==> src/rtl/sign_extend_pkg.sv <==
// Shared constants for the immediate sign/zero extender.
// Default widths match a 16-bit immediate feeding a 32-bit datapath.
package sign_extend_pkg;

  localparam int IMM_WIDTH  = 16;
  localparam int WORD_WIDTH = 32;

  localparam logic EXT_SIGN = 1'b0;
  localparam logic EXT_ZERO = 1'b1;

endpackage

==> src/rtl/sign_extend_core.sv <==
// Combinational extension of an n-bit field to m bits.
// Upper bits come from the field MSB or are forced to zero.
module sign_extend_core
  import sign_extend_pkg::*;
#(
  parameter int REG_IN_SIZE  = IMM_WIDTH,
  parameter int REG_OUT_SIZE = WORD_WIDTH
) (
  input  logic [REG_IN_SIZE-1:0]  x_i,
  input  logic                    zero_ext_i,
  output logic [REG_OUT_SIZE-1:0] y_o
);

  if (REG_IN_SIZE < 1 || REG_OUT_SIZE < REG_IN_SIZE) begin : g_bad
    $fatal(1, "sign_extend: need REG_OUT_SIZE >= REG_IN_SIZE >= 1");
  end

  if (REG_OUT_SIZE > REG_IN_SIZE) begin : g_ext
    logic fill;
    assign fill = (zero_ext_i == EXT_ZERO) ? 1'b0
                                           : x_i[REG_IN_SIZE-1];
    assign y_o  = {{(REG_OUT_SIZE-REG_IN_SIZE){fill}}, x_i};
  end else if (REG_OUT_SIZE == REG_IN_SIZE) begin : g_pass
    // Equal widths: nothing to fill, mode is irrelevant.
    logic unused_mode;
    assign unused_mode = zero_ext_i;
    assign y_o = x_i;
  end else begin : g_none
    logic unused_in;
    assign unused_in = ^{x_i, zero_ext_i};
    assign y_o = '0;
  end

endmodule

==> src/rtl/sign_extend.sv <==
// Registered sign/zero extender with a valid flag.
// One-cycle latency; output value holds when no valid input arrives.
module sign_extend
  import sign_extend_pkg::*;
#(
  parameter int REG_IN_SIZE  = IMM_WIDTH,
  parameter int REG_OUT_SIZE = WORD_WIDTH
) (
  input  logic                    i_clk,
  input  logic                    i_reset,
  input  logic                    i_valid,
  input  logic                    i_zero_ext,
  input  logic [REG_IN_SIZE-1:0]  i_reg,
  output logic [REG_OUT_SIZE-1:0] o_reg,
  output logic                    o_valid
);

  logic [REG_OUT_SIZE-1:0] ext;
  logic [REG_OUT_SIZE-1:0] reg_d, reg_q;
  logic                    valid_d, valid_q;

  sign_extend_core #(
    .REG_IN_SIZE (REG_IN_SIZE),
    .REG_OUT_SIZE(REG_OUT_SIZE)
  ) u_core (
    .x_i       (i_reg),
    .zero_ext_i(i_zero_ext),
    .y_o       (ext)
  );

  always_comb begin
    reg_d   = reg_q;
    valid_d = i_valid;
    if (i_valid) reg_d = ext;
  end

  always_ff @(posedge i_clk) begin
    if (!i_reset) begin
      reg_q   <= '0;
      valid_q <= 1'b0;
    end else begin
      reg_q   <= reg_d;
      valid_q <= valid_d;
    end
  end

  assign o_reg   = reg_q;
  assign o_valid = valid_q;

endmodule

==> config.mk <==
export PLATFORM = sky130hd
export DESIGN_NAME = sign_extend
export DESIGN_NICKNAME = d
export VERILOG_FILES = /design/src/rtl/sign_extend_pkg.sv /design/src/rtl/sign_extend_core.sv /design/src/rtl/sign_extend.sv
export SDC_FILE = /design/constraint.sdc
export NUM_CORES = 1
export LEC_CHECK = 0
export BUFFER_PORTS_ARGS = -buffer_cell sky130_fd_sc_hd__buf_2
export CORE_ASPECT_RATIO = 1.25
export CORE_MARGIN = 2
export CORE_UTILIZATION = 40
export DETAILED_ROUTE_END_ITERATION = 12
export PLACE_DENSITY = 0.84
export SKIP_LAST_GASP = 1
export SYNTH_ARGS = -nofsm -noshare
export SYNTH_HDL_FRONTEND = slang
export SYNTH_SLANG_ARGS = --single-unit
==> constraint.sdc <==
create_clock -name i_clk -period 1 [get_ports i_clk]
set_input_delay 0 -clock i_clk [delete_from_list [all_inputs] [get_ports i_clk]]
set_output_delay 0 -clock i_clk [all_outputs]
set_load 0.02 [all_outputs]
==> impl_metrics.tcl <==
set metrics [dict create \
    num-nets-final 148 \
    final.setup.tns_ns 0 \
    setup.worst_path.end_class "output port" \
    setup-violations-final 0 \
    timing.rr.start "o_reg[16]$_SDFFE_PN0P_" \
    synthArstFlopShare_pct 0 \
    slew_viol_final 0 \
    grt_pass1_wl_mm 2.81 \
    fp.dieW_um 43.9 \
    drc 0 \
    clock_latency_ns 0.28 \
    drive_gt1_share_pct 46.5 \
    cts_max_path_buffers 2 \
    yosys.area.top_type_share_pct 45.2 \
    worstMarginPinSlew_ns 0.247 \
    dr.pass1.iters 4 \
    finalInstanceArea_mm2 0.00115 \
    grt_use_total_pct 16.2 \
    ys_seq_elements 18 \
    finalCritPeriodShare_pct 88.9 \
    yosys.area.top_type "dfxtp_1" \
    finClkSkew_ns 0 \
    syn_inst 72 \
    cp_top_family "flip-flops" \
    worstSetupPathType "reg2out" \
    cts_tree "done" \
    grt_pass1_vias 634 \
    dieArea_mm2 0.00237 \
    antenna_left 0 \
    io_buffers 52 \
    seq_area_frac_synth_pct 45.2 \
    vias 666 \
    die_h_um 53.9 \
    critPathLaunchType "flop" \
    max-vdd-ir-drop_mv 0.914 \
    path_max_fanout 17 \
    rr_worst_depth 2 \
    grt_max_degree 20 \
    cts_max_level 1 \
    viasPerCell 4.53 \
    largest_reg_flops 17 \
    power.leakage_nw 0.627 \
    synth_area_um2 797 \
    worstHoldEndpoint "o_reg[5]$_SDFFE_PN0P_" \
    worstPathCellList "buf_2" \
    antenna_found_initial 0 \
    io_pins 53 \
    r2r_end "o_reg[16]$_SDFFE_PN0P_" \
    rrSetupSlack_ns 0.38 \
    synthTopCellsByArea "dfxtp_1 (45%), mux2i_1 (20%), buf_4 (14%)" \
    hold-worst-slack_ns -0.00522 \
    yosysWarnings 0 \
    antenna_cells 0 \
    synth_fp_nets 92 \
    routed_wl_mm 1.71 \
    layout-area-overhead-vs-synth_pct 44.7 \
    cts_inserted_buffers 3 \
    post-synth-top-count-cell "dfxtp_1" \
    max-slew-margin-rel_pct 83.5 \
    violations "negative hold slack" \
    cp.buffers_inverters 1 \
    coreArea_mm2 0.00194 \
    clockRootBuffer "clkbuf_4" \
    holdPathStages 3 \
    synthFlopType "dfxtp_1" \
    hold_start "i_reg[5]" \
    slowest_delay_ns 0.42 \
    drt_iter0_drc 7 \
    worstPathArrival_ns 0.89 \
    avgSynthCellArea_um2 11.1 \
    cts.clk_slew.worst_paths_ns 0.10 \
    ys_types 11 \
    max_freq_mhz 1130 \
    initial_core_util_pct 41.1 \
    hpwlAfterDp_mm 1.09 \
    placed_cell_area_um2 953 \
    finalHoldViolations 1 \
    rows 18 \
    finalWeightedCongestion 0.633 \
    hold_class "in2reg" \
    wl_per_cell_um 11.6 \
    status "finished with violations" \
    cp.required_ns 1.00 \
    cp_slowest_cell "dfxtp_4" \
    netlist_top_cells_count "dfxtp_1 (18), mux2i_1 (16), nor2b_1 (16)" \
    grt-ovfl-total 0 \
    synth_enable_flop_cells 0 \
    max-cap-violations 0 \
    power.density_mw_per_mm2 1350 \
    rsz0062_at_grt "false" \
    finalWorstPathRequiredPeriod_ns 0.889 \
    cts.sinks 18 \
]
layer usage:
| layer | vias to the layer above | global-route usage (%) | part of all wire (%) |
|---|---|---|---|
| met5 | - | 0 | 0 |
| met4 | 0 | 6.06 | 0.76 |
| met3 | 2 | 2.35 | 7.8 |
| met2 | 32 | 29.2 | 53 |
| met1 | 302 | 19.3 | 39 |
| li1 | 330 | - | - |
layout make-up:
| cell class | instances | area, um2 |
|---|---|---|
| fillers | 170 | 783 |
| well taps | 20 | 25.0 |
| clock buffers | 4 | 36.3 |
| repair buffers | 69 | 440 |
| multi-input cells | 36 | 288 |
| flip-flops and latches | 18 | 364 |
cell families after synthesis:
family | after synthesis | share of synthesized area, %
flops | 18 | 45.2
simple gates | 20 | 16.0
buf+inv | 18 | 18.7
mux | 16 | 20.1
timing repair:
| item | CTS | global route |
|---|---|---|
| hold buffers | 16 | 0 |
| gates resized for setup | 1 | 1 |
| hold endpoints to repair | 15 | 0 |
| buffers inserted | 0 | 0 |
| setup endpoints to repair | 16 | 16 |
where the power goes:
part | switching, mW | total (mW) | internal, mW
Sequential | 0.0234 | 0.780 | 0.757
Clock | 0.213 | 0.434 | 0.221
Combinational | 0.171 | 0.338 | 0.167
how the worst max path moves through the flow:
stage	from	endpoint	slack, ns	depth (start not counted)
floorplan	o_reg[16]$_SDFFE_PN0P_	o_reg[16]$_SDFFE_PN0P_	0.08	2
global placement	o_reg[16]$_SDFFE_PN0P_	o_reg[16]$_SDFFE_PN0P_	0.24	2
detailed placement	o_reg[16]$_SDFFE_PN0P_	o_reg[16]$_SDFFE_PN0P_	0.20	2
CTS	o_reg[16]$_SDFFE_PN0P_	o_reg[31]	0.03	1
global route	o_reg[16]$_SDFFE_PN0P_	o_reg[31]	0.04	1
finish	o_reg[16]$_SDFFE_PN0P_	o_reg[31]	0.11	1
layout by cell type (no fill, tap or decap):
cell type and n:
nand2_1 1, and2_2 1, nor2b_1 16, clkbuf_8 1, buf_12 1, mux2i_1 16
nand3b_1 1, nand4b_1 1, buf_2 52, dfxtp_1 17, clkbuf_4 3, dlygate4sd3_1 16
dfxtp_4 1
stage by stage:
step	instances	hold slack [ns]	util, %	setup slack (ns)	total power, mW
2_1_floorplan	72	0.128	-	0.0820	1.01
3_3_place_gp	127	0.255	49.2	0.239	1.08
3_5_place_dp	127	0.266	49.2	0.204	1.09
4_1_cts	147	0.00116	59.4	0.0334	1.57
5_1_grt	147	0.0154	59.6	0.0374	1.65
6_report	147	-0.00522	59.6	0.111	1.55
Note: power is estimated with default switching activity, not from simulation.
